<file path="config.mk">
export PLATFORM = sky130hd
export DESIGN_NAME = bscan_chain_driver
export DESIGN_NICKNAME = d
export VERILOG_FILES = /design/src/rtl/bscan_chain_driver.sv
export SDC_FILE = /design/constraint.sdc
export NUM_CORES = 1
export LEC_CHECK = 0
export ABC_AREA = 1
export CAP_MARGIN = 40
export CORE_MARGIN = 1.5
export CORE_UTILIZATION = 55
export CTS_CLUSTER_SIZE = 28
export DETAILED_ROUTE_END_ITERATION = 16
export HOLD_SLACK_MARGIN = 0.1
export PLACE_DENSITY = 0.83
export SLEW_MARGIN = 10
export SYNTH_ARGS = -nofsm -noshare
export SYNTH_HDL_FRONTEND = slang
export SYNTH_SLANG_ARGS = --single-unit
</file>
<file path="constraint.sdc">
create_clock -name tclk -period 7.2 [get_ports tclk]
set_input_delay 0.72 -clock tclk [delete_from_list [all_inputs] [get_ports tclk]]
set_output_delay 0.72 -clock tclk [all_outputs]
set_load 0.05 [all_outputs]
</file>
<file path="src/rtl/bscan_chain_driver.sv">
// Boundary-scan chain master: runs one capture/shift/update sequence per host
// command, serializing the write vector onto bs_sdo and collecting bs_sdi.
//
// state   | meaning
// --------+-----------------------------------------------------------
// IDLE    | waiting for a command; only state with cmd_ready high
// CAPTURE | one cycle, chain cells load pad values
// SHIFT   | CHAIN_LEN cycles, wdata out on bs_sdo, bs_sdi into cap_data
// UPDATE  | one-cycle update strobe (PRELOAD / EXTEST only)
// DONE    | rsp_valid held until the host takes the response
module bscan_chain_driver #(
  parameter  int CHAIN_LEN = 39,
  localparam int CNT_W     = $clog2(CHAIN_LEN)
) (
  input  logic                 tclk,
  input  logic                 r,
  input  logic                 cmd_valid,
  output logic                 cmd_ready,
  input  logic [1:0]           cmd_op,
  input  logic [CHAIN_LEN-1:0] cmd_wdata,
  output logic                 rsp_valid,
  input  logic                 rsp_ready,
  output logic [CHAIN_LEN-1:0] cap_data,
  output logic                 bs_sdo,
  input  logic                 bs_sdi,
  output logic                 bs_en,
  output logic                 shift,
  output logic                 update,
  output logic                 mode,
  output logic                 hiz_b
);

  localparam logic [1:0] OP_SAMPLE  = 2'b00;
  localparam logic [1:0] OP_PRELOAD = 2'b01;
  localparam logic [1:0] OP_EXTEST  = 2'b10;
  localparam logic [1:0] OP_HIGHZ   = 2'b11;

  typedef enum logic [2:0] {
    S_IDLE,
    S_CAPTURE,
    S_SHIFT,
    S_UPDATE,
    S_DONE
  } state_t;

  state_t               r_state, w_state;
  logic [1:0]           r_op, w_op;
  logic [CHAIN_LEN-1:0] r_sr, w_sr;
  logic [CHAIN_LEN-1:0] r_cap, w_cap;
  logic [CNT_W-1:0]     r_cnt, w_cnt;
  logic                 r_sdo, w_sdo;
  logic                 r_en, w_en;
  logic                 r_shift, w_shift;
  logic                 r_update, w_update;
  logic                 r_mode, w_mode;
  logic                 r_hizb, w_hizb;
  logic                 r_rsp, w_rsp;
  logic                 w_last;

  assign w_last    = (r_cnt == CNT_W'(CHAIN_LEN - 1));
  assign cmd_ready = (r_state == S_IDLE);
  assign rsp_valid = r_rsp;
  assign cap_data  = r_cap;
  assign bs_sdo    = r_sdo;
  assign bs_en     = r_en;
  assign shift     = r_shift;
  assign update    = r_update;
  assign mode      = r_mode;
  assign hiz_b     = r_hizb;

  always_ff @(posedge tclk or posedge r) begin
    if (r) begin
      r_state <= S_IDLE;
    end else begin
      r_state <= w_state;
    end
  end

  always_ff @(posedge tclk or posedge r) begin
    if (r) begin
      r_op     <= OP_SAMPLE;
      r_sr     <= '0;
      r_cap    <= '0;
      r_cnt    <= '0;
      r_sdo    <= 1'b0;
      r_en     <= 1'b0;
      r_shift  <= 1'b0;
      r_update <= 1'b0;
      r_mode   <= 1'b0;
      r_hizb   <= 1'b1;
      r_rsp    <= 1'b0;
    end else begin
      r_op     <= w_op;
      r_sr     <= w_sr;
      r_cap    <= w_cap;
      r_cnt    <= w_cnt;
      r_sdo    <= w_sdo;
      r_en     <= w_en;
      r_shift  <= w_shift;
      r_update <= w_update;
      r_mode   <= w_mode;
      r_hizb   <= w_hizb;
      r_rsp    <= w_rsp;
    end
  end

  // Outputs are registered, so each one is set on the edge entering the cycle it belongs to.
  always_comb begin
    w_state  = r_state;
    w_op     = r_op;
    w_sr     = r_sr;
    w_cap    = r_cap;
    w_cnt    = r_cnt;
    w_sdo    = r_sdo;
    w_en     = r_en;
    w_shift  = r_shift;
    w_update = r_update;
    w_mode   = r_mode;
    w_hizb   = r_hizb;
    w_rsp    = r_rsp;

    case (r_state)
      S_IDLE: begin
        if (cmd_valid) begin
          w_op   = cmd_op;
          w_sr   = cmd_wdata;
          w_mode = (cmd_op == OP_EXTEST) ? r_mode : 1'b0;
          w_hizb = (cmd_op != OP_HIGHZ);
          w_en   = 1'b1;
          if (cmd_op == OP_HIGHZ) begin
            w_state = S_DONE;
            w_rsp   = 1'b1;
          end else begin
            w_state = S_CAPTURE;
          end
        end
      end

      S_CAPTURE: begin
        w_state = S_SHIFT;
        w_cnt   = '0;
        w_shift = 1'b1;
        w_sdo   = r_sr[0];
        w_sr    = r_sr >> 1;
      end

      S_SHIFT: begin
        w_cap[r_cnt] = bs_sdi;
        if (w_last) begin
          w_cnt   = '0;
          w_shift = 1'b0;
          w_sdo   = 1'b0;
          if (r_op == OP_SAMPLE) begin
            w_state = S_DONE;
            w_rsp   = 1'b1;
            w_en    = r_mode | ~r_hizb;
          end else begin
            w_state  = S_UPDATE;
            w_update = 1'b1;
          end
        end else begin
          w_cnt = r_cnt + 1'b1;
          w_sdo = r_sr[0];
          w_sr  = r_sr >> 1;
        end
      end

      S_UPDATE: begin
        w_state  = S_DONE;
        w_update = 1'b0;
        w_rsp    = 1'b1;
        w_mode   = (r_op == OP_EXTEST) ? 1'b1 : r_mode;
        w_en     = w_mode | ~r_hizb;
      end

      S_DONE: begin
        if (rsp_ready) begin
          w_state = S_IDLE;
          w_rsp   = 1'b0;
        end
      end

      default: begin
        w_state = S_IDLE;
      end
    endcase
  end

endmodule

</file>
==> impl_metrics.env, run 1 <==
export IMPL_outcome="finished clean"
export IMPL_route_top_layer_used="met4"
export IMPL_cell_type_contributing_the_most_total_cell_area_after_synthesis="dfrtp_1"
export IMPL_power_share_switching=0.444
export IMPL_route_detailed_wl_per_inst_um=13.2
export IMPL_grt_overflow_total=0
export IMPL_design_die_area_mm2=0.00889
export IMPL_layout_setup_ws_ns=4.39
export IMPL_netlist_cell_type_count=31
export IMPL_post_cts_hold_buffer_count=0
export IMPL_netlist_instances=598
export IMPL_avgViaCountPerCell=5.31
export IMPL_dominantRegCellSynth="dfrtp_1"
export IMPL_met1_length_mm=4.67
export IMPL_post_synth_main_area_contributors="dfrtp_1 52%, nand2_1 26%, nand3_1 4.6%"
export IMPL_yosys_cell_count_top_type="nand2_1"
export IMPL_finalHoldViolations=0
export IMPL_route_met3_wl_um=470
export IMPL_number_of_synthesized_flops_with_an_enable_pin=0
export IMPL_layout_nets=731
export IMPL_grt_max_degree=52
export IMPL_arrival_ns=2.09
export IMPL_r2r_cells=8
export IMPL_synth_top_cell_area_share=0.519
export IMPL_io_pins=93
export IMPL_regToRegSetupSlack_ns=4.76
export IMPL_intPower_mw=1.17
export IMPL_p_clk_frac=0.170
export IMPL_endpoint_kind="primary output"
export IMPL_drc_viols=0
export IMPL_areaGrowthSynthToFinish_pct=25.6
export IMPL_grt_pass1_wl_mm=17.8
export IMPL_cts_made_buffers=9
export IMPL_detail_route_antenna_nets=0
export IMPL_finalSetupTns_ns=0
export IMPL_post_cts_buffers=0
export IMPL_postCtsResizedCells=0
export IMPL_synth_cell_area_mm2=0.00458
export IMPL_portBuffers=92
export IMPL_syn_num_nets=646
export IMPL_worst_hold_path_num_cells=2
export IMPL_async_flop_share=1.00
export IMPL_finish_utilization=0.708
export IMPL_h_tree_lvl_count=3
export IMPL_dr_wl_met2_mm=5.18
export IMPL_number_of_global_route_vias_before_repair=3941
export IMPL_critical_path_reg2reg_startpoint="r_state[2]$_DFFE_PP0P_"
export IMPL_insertion_delay_ns=0.36
export IMPL_grtUsageTotal=0.254
export IMPL_floorplan_initialDensity=0.564
export IMPL_grt_antenna_before_repair=0
export IMPL_detail_route_first_pass_iterations=5
export IMPL_ys_warnings_count=0
export IMPL_timing_critical_path_fanout_max=7
export IMPL_cts_clk_slew_worst_paths_ns=0.09
export IMPL_rel_slew_slack=0.442
export IMPL_peakVddDrop_mv=0.298
export IMPL_fin_crit_sh=0.390
export IMPL_clock_tree_root_cell="clkbuf_8"
export IMPL_dp_hpwl_mm=7.19
export IMPL_syn_avg_cell_area_um2=7.67
export IMPL_power_sequential_fraction=0.385
export IMPL_areal_power_density_over_the_cells_mw_per_mm2=366
export IMPL_critical_setup_path_kind="reg2out"
export IMPL_min_to="hiz_b$_DFFE_PP1P_"
export IMPL_cts_tree="yes"
export IMPL_maxClockFrequency_mhz=356
export IMPL_layout_filler_cells=646
export IMPL_worst_ep_required_time_ns=6.48
export IMPL_maxCapViolations=0
export IMPL_routability_congestion=0.951
export IMPL_slew_violations=0
export IMPL_initialDrtViolationCount=244
export IMPL_min_delay_start="hiz_b$_DFFE_PP1P_"
export IMPL_power_combinational_fraction=0.445
export IMPL_antenna_diode_count=0
export IMPL_die_width_um=94.3
export IMPL_final_setup_fails=0
export IMPL_cp_start_kind="flip-flop"
export IMPL_route_final_wire_length_mm=10.5
export IMPL_clock_sink_count=96
export IMPL_die_height_um=94.3
export IMPL_core_region_area_mm2=0.00813
export IMPL_r2r_end="r_sr[31]$_DFFE_PP0P_"
export IMPL_core_rowCount=33
export IMPL_ctsLongestPathBuffers=2
export IMPL_seq_area_frac_synth=0.524
export IMPL_leakage_nw=2.91
export IMPL_dp_slack_ns=4.78
export IMPL_finalCriticalPeriod_ns=2.81
export IMPL_worst_pin_slew_ns=0.834
export IMPL_timing_clock_skew_ns=0.0153
export IMPL_hold_ws_ns=0.480
export IMPL_worstHoldPathType="reg2reg"
export IMPL_grt_setup_unrepaired="no"
export IMPL_layout_drive_gt1_share=0.0538
export IMPL_route_vias_total=4207
export IMPL_p_sw_uw=935
export IMPL_ys_ff_latch=96
export IMPL_netlist_top_cells_count="319 x nand2_1, 95 x dfrtp_1, 42 x nand3_1"
## per-layer routing
metal / GRT usage / vias to the layer above
met5: 0 / -
met4: 0.0833 / 0
met3: 0.0324 / 18
met2: 0.424 / 117
met1: 0.342 / 2010
li1: - / 2062
## logic make-up after synthesis
family	Yosys count	share of synthesized area
compound gates	56	0.0644
xor+xnor	3	0.00573
fa+ha+maj	2	0.00546
buf+inv	45	0.0497
flops	96	0.524
simple gates	396	0.350
## power groups by stage
stage	logic [mW]	registers [mW]	clock network [mW]
floorplan	0.629	0.910	0
global placement	0.902	0.811	0
detailed placement	0.940	0.817	0
CTS	0.944	0.809	0.361
global route	1.06	0.831	0.382
finish	0.937	0.810	0.357
## state kept, by name (all words and copies together), names as in the netlist
name / count
bs_en: 1
bs_sdo: 1
cap_data: 39
hiz_b: 1
mode: 1
r_cnt: 6
r_op: 2
r_sr: 39
r_state: 3
rsp_valid: 1
shift: 1
update: 1
## final cells by class
class | count | area (µm²) | area share
multi-input combinational | 457 | 1950 | 0.339
clock inverter | 5 | 56.3 | 0.00978
tap | 105 | 131 | 0.0228
sequential | 96 | 2400 | 0.418
inverter | 21 | 80.1 | 0.0139
timing repair buffer | 98 | 991 | 0.172
clock buffer | 11 | 141 | 0.0246
## cells in the final DEF (no fill, tap or decap)
cell type,n
o31ai_1,1
clkinv_4,1
ha_1,2
nand2_1,319
buf_16,1
dfstp_2,1
nor2_4,1
nand3_2,3
clkdlybuf4s50_1,92
clkbuf_1,1
a21oi_2,1
nor2_2,1
o22ai_1,5
buf_2,1
nand4_1,3
bufinv_16,1
buf_8,1
xnor2_1,1
o211ai_1,1
nand3b_1,2
nor3b_1,1
clkinv_2,3
dfrtp_1,95
nor2_1,18
nand2_2,1
inv_1,15
buf_4,3
inv_2,5
nor3_1,3
o21ai_0,35
clkbuf_8,10
a21oi_1,4
nor3_2,1
nand2_4,1
xor2_1,2
nand3_1,42
o21ai_1,9
clkinvlp_4,1
## worst max-delay path, cell delays in order (launching register included)
cell and delay (ns):
dfrtp_1 0.49, nor2_1 0.21, nand2_1 0.10, inv_1 0.12
clkdlybuf4s50_1 0.82
## worst max-delay path by stage
stage | startpoint | cells after the start | to | slack (ns)
floorplan | r | 1 | bs_en$_DFFE_PP0P_ | 3.98
global placement | r | 3 | cap_data[11]$_DFFE_PP0P_ | 4.82
detailed placement | r_state[0]$_DFFE_PP0P_ | 8 | r_sr[31]$_DFFE_PP0P_ | 4.78
CTS | r_state[1]$_DFFE_PP0P_ | 4 | cmd_ready | 4.42
global route | r_state[1]$_DFFE_PP0P_ | 4 | cmd_ready | 4.32
finish | r_state[1]$_DFFE_PP0P_ | 4 | cmd_ready | 4.39
## stage by stage
step                area (µm²)  std cells  power [mW]
finish                    5760        793        2.10
CTS                       5760        793        2.11
floorplan                 4580        598        1.54
detailed placement        5560        777        1.76
global route              5760        793        2.27
global placement          5510        774        1.71
Note: power is estimated with default switching activity, not from simulation.
==> run 2, diff against run 1 <==
CORE_UTILIZATION = 47   (was 55)
PLACE_DENSITY = 0.75   (was 0.83)
clock period = 2.45 ns   (was 7.2 ns; I/O delays follow)
==> impl_metrics.env, run 2 (synthesis gave the netlist of run 1 again) <==
export IMPL_endpoint_kind="primary output"
export IMPL_placed_cell_area_mm2=0.00559
export IMPL_areal_power_density_over_the_cells_mw_per_mm2=1080
export IMPL_dp_hpwl_mm=6.89
export IMPL_r2r_cells=9
export IMPL_postCtsResizedCells=0
export IMPL_stdcell_area_mm2=0.00579
export IMPL_routability_congestion=0.885
export IMPL_insertion_delay_ns=0.35
export IMPL_leakage_nw=2.91
export IMPL_clock_sink_count=96
export IMPL_critical_path_reg2reg_startpoint="r_cnt[0]$_DFFE_PP0N_"
export IMPL_layout_nets=732
export IMPL_peakVddDrop_mv=0.835
export IMPL_io_pins=93
export IMPL_antenna_diode_count=0
export IMPL_detail_route_first_pass_iterations=5
export IMPL_finalSetupTns_ns=0
export IMPL_finish_utilization=0.621
export IMPL_grt_max_degree=97
export IMPL_maxClockFrequency_mhz=431
export IMPL_worstSetupStartpoint="r_state[1]$_DFFE_PP0P_"
export IMPL_post_cts_hold_buffer_count=0
export IMPL_ctsLongestPathBuffers=2
export IMPL_critical_setup_path_kind="reg2out"
export IMPL_timing_clock_skew_ns=0.00903
export IMPL_finalHoldViolations=0
export IMPL_design_die_area_mm2=0.0104
export IMPL_cts_clk_slew_worst_paths_ns=0.10
export IMPL_portBuffers=92
export IMPL_worst_ep_required_time_ns=2.20
export IMPL_worstHoldPathType="in2async"
export IMPL_grt_setup_unrepaired="no"
export IMPL_layout_drive_gt1_share=0.0552
export IMPL_core_region_area_mm2=0.00933
export IMPL_drc_viols=0
export IMPL_core_rowCount=35
export IMPL_maxCapViolations=0
export IMPL_avgViaCountPerCell=4.96
export IMPL_arrival_ns=2.07
export IMPL_grt_pass1_wl_mm=17.4
export IMPL_outcome="finished clean"
export IMPL_cts_made_buffers=9
export IMPL_cp_start_kind="flip-flop"
export IMPL_areaGrowthSynthToFinish_pct=26.4
export IMPL_grt_overflow_total=0
export IMPL_die_height_um=102
export IMPL_r2r_end="r_sr[20]$_DFFE_PP0P_"
export IMPL_layout_cells_most_common="nand2_1"
export IMPL_finalCriticalPeriod_ns=2.32
export IMPL_fin_crit_sh=0.946
export IMPL_route_final_wire_length_mm=10.3
export IMPL_regToRegSetupSlack_ns=0.46
export IMPL_cp_endpoint="cmd_ready"
export IMPL_route_detailed_wl_per_inst_um=12.7
export IMPL_worst_pin_slew_ns=0.646
export IMPL_detail_route_antenna_nets=0
export IMPL_number_of_global_route_vias_before_repair=3808
export IMPL_clock_tree_root_cell="clkbuf_8"
export IMPL_cts_tree="yes"
export IMPL_final_setup_fails=0
export IMPL_post_cts_buffers=0
export IMPL_h_tree_lvl_count=3
export IMPL_die_width_um=102
export IMPL_route_vias_total=4055
export IMPL_initialDrtViolationCount=248
export IMPL_rel_slew_slack=0.568
export IMPL_timing_critical_path_fanout_max=7
export IMPL_slew_violations=0
export IMPL_floorplan_initialDensity=0.491
export IMPL_mostFrequentLayoutCells="319 x nand2_1, 95 x dfrtp_1, 92 x clkdlybuf4s50_1"
export IMPL_grt_antenna_before_repair=0
export IMPL_grtUsageTotal=0.210
-- run 2: worst min path at each step --
stage,from,endpoint,slack [ns]
floorplan,cmd_valid,hiz_b$_DFFE_PP1P_,0.36
global placement,r_sr[1]$_DFFE_PP0P_,r_sr[1]$_DFFE_PP0P_,0.46
detailed placement,r_sr[36]$_DFFE_PP0P_,r_sr[36]$_DFFE_PP0P_,0.46
CTS,r,r_sr[9]$_DFFE_PP0P_,0.40
global route,r,r_sr[9]$_DFFE_PP0P_,0.43
finish,r,r_sr[11]$_DFFE_PP0P_,0.37
-- run 2: metrics by stage --
step	total power, mW	setup slack [ns]	instances	hold slack (ns)
finish	6.25	0.132	817	0.371
global route	6.77	0.0215	817	0.429
CTS	6.30	0.130	817	0.396
detailed placement	5.18	0.473	802	0.465
global placement	5.08	0.548	802	0.462
floorplan	4.52	0.901	598	0.360
-- run 2: layer usage --
| layer | up-vias | track usage | part of all wire |
|---|---|---|---|
| met5 | - | 0 | 0 |
| met4 | 0 | 0.0737 | 0.011 |
| met3 | 10 | 0.0317 | 0.043 |
| met2 | 106 | 0.333 | 0.47 |
| met1 | 1878 | 0.295 | 0.48 |
| li1 | 2061 | - | - |
-- run 2: layout make-up --
class | count | area [µm²]
timing repair buffer | 99 | 986
multi-input combinational | 457 | 1950
sequential | 96 | 2400
inverter | 21 | 82.6
clock buffer | 9 | 124
tap | 129 | 161
clock inverter | 6 | 83.8
fill | 834 | 3530
-- run 2: worst max-delay path, stage by stage (launching register included) --
cell and delay [ns]:
dfrtp_1 0.48, nor2_1 0.22, nand2_1 0.10, inv_1 0.11, clkdlybuf4s50_1 0.81
-- run 2: power by group --
group          switching, mW  internal, mW  total (mW)  leakage, nW
clock                  0.542         0.569        1.11        0.109
sequential             0.306          2.07        2.38         1.06
combinational           1.89         0.877        2.76         1.75
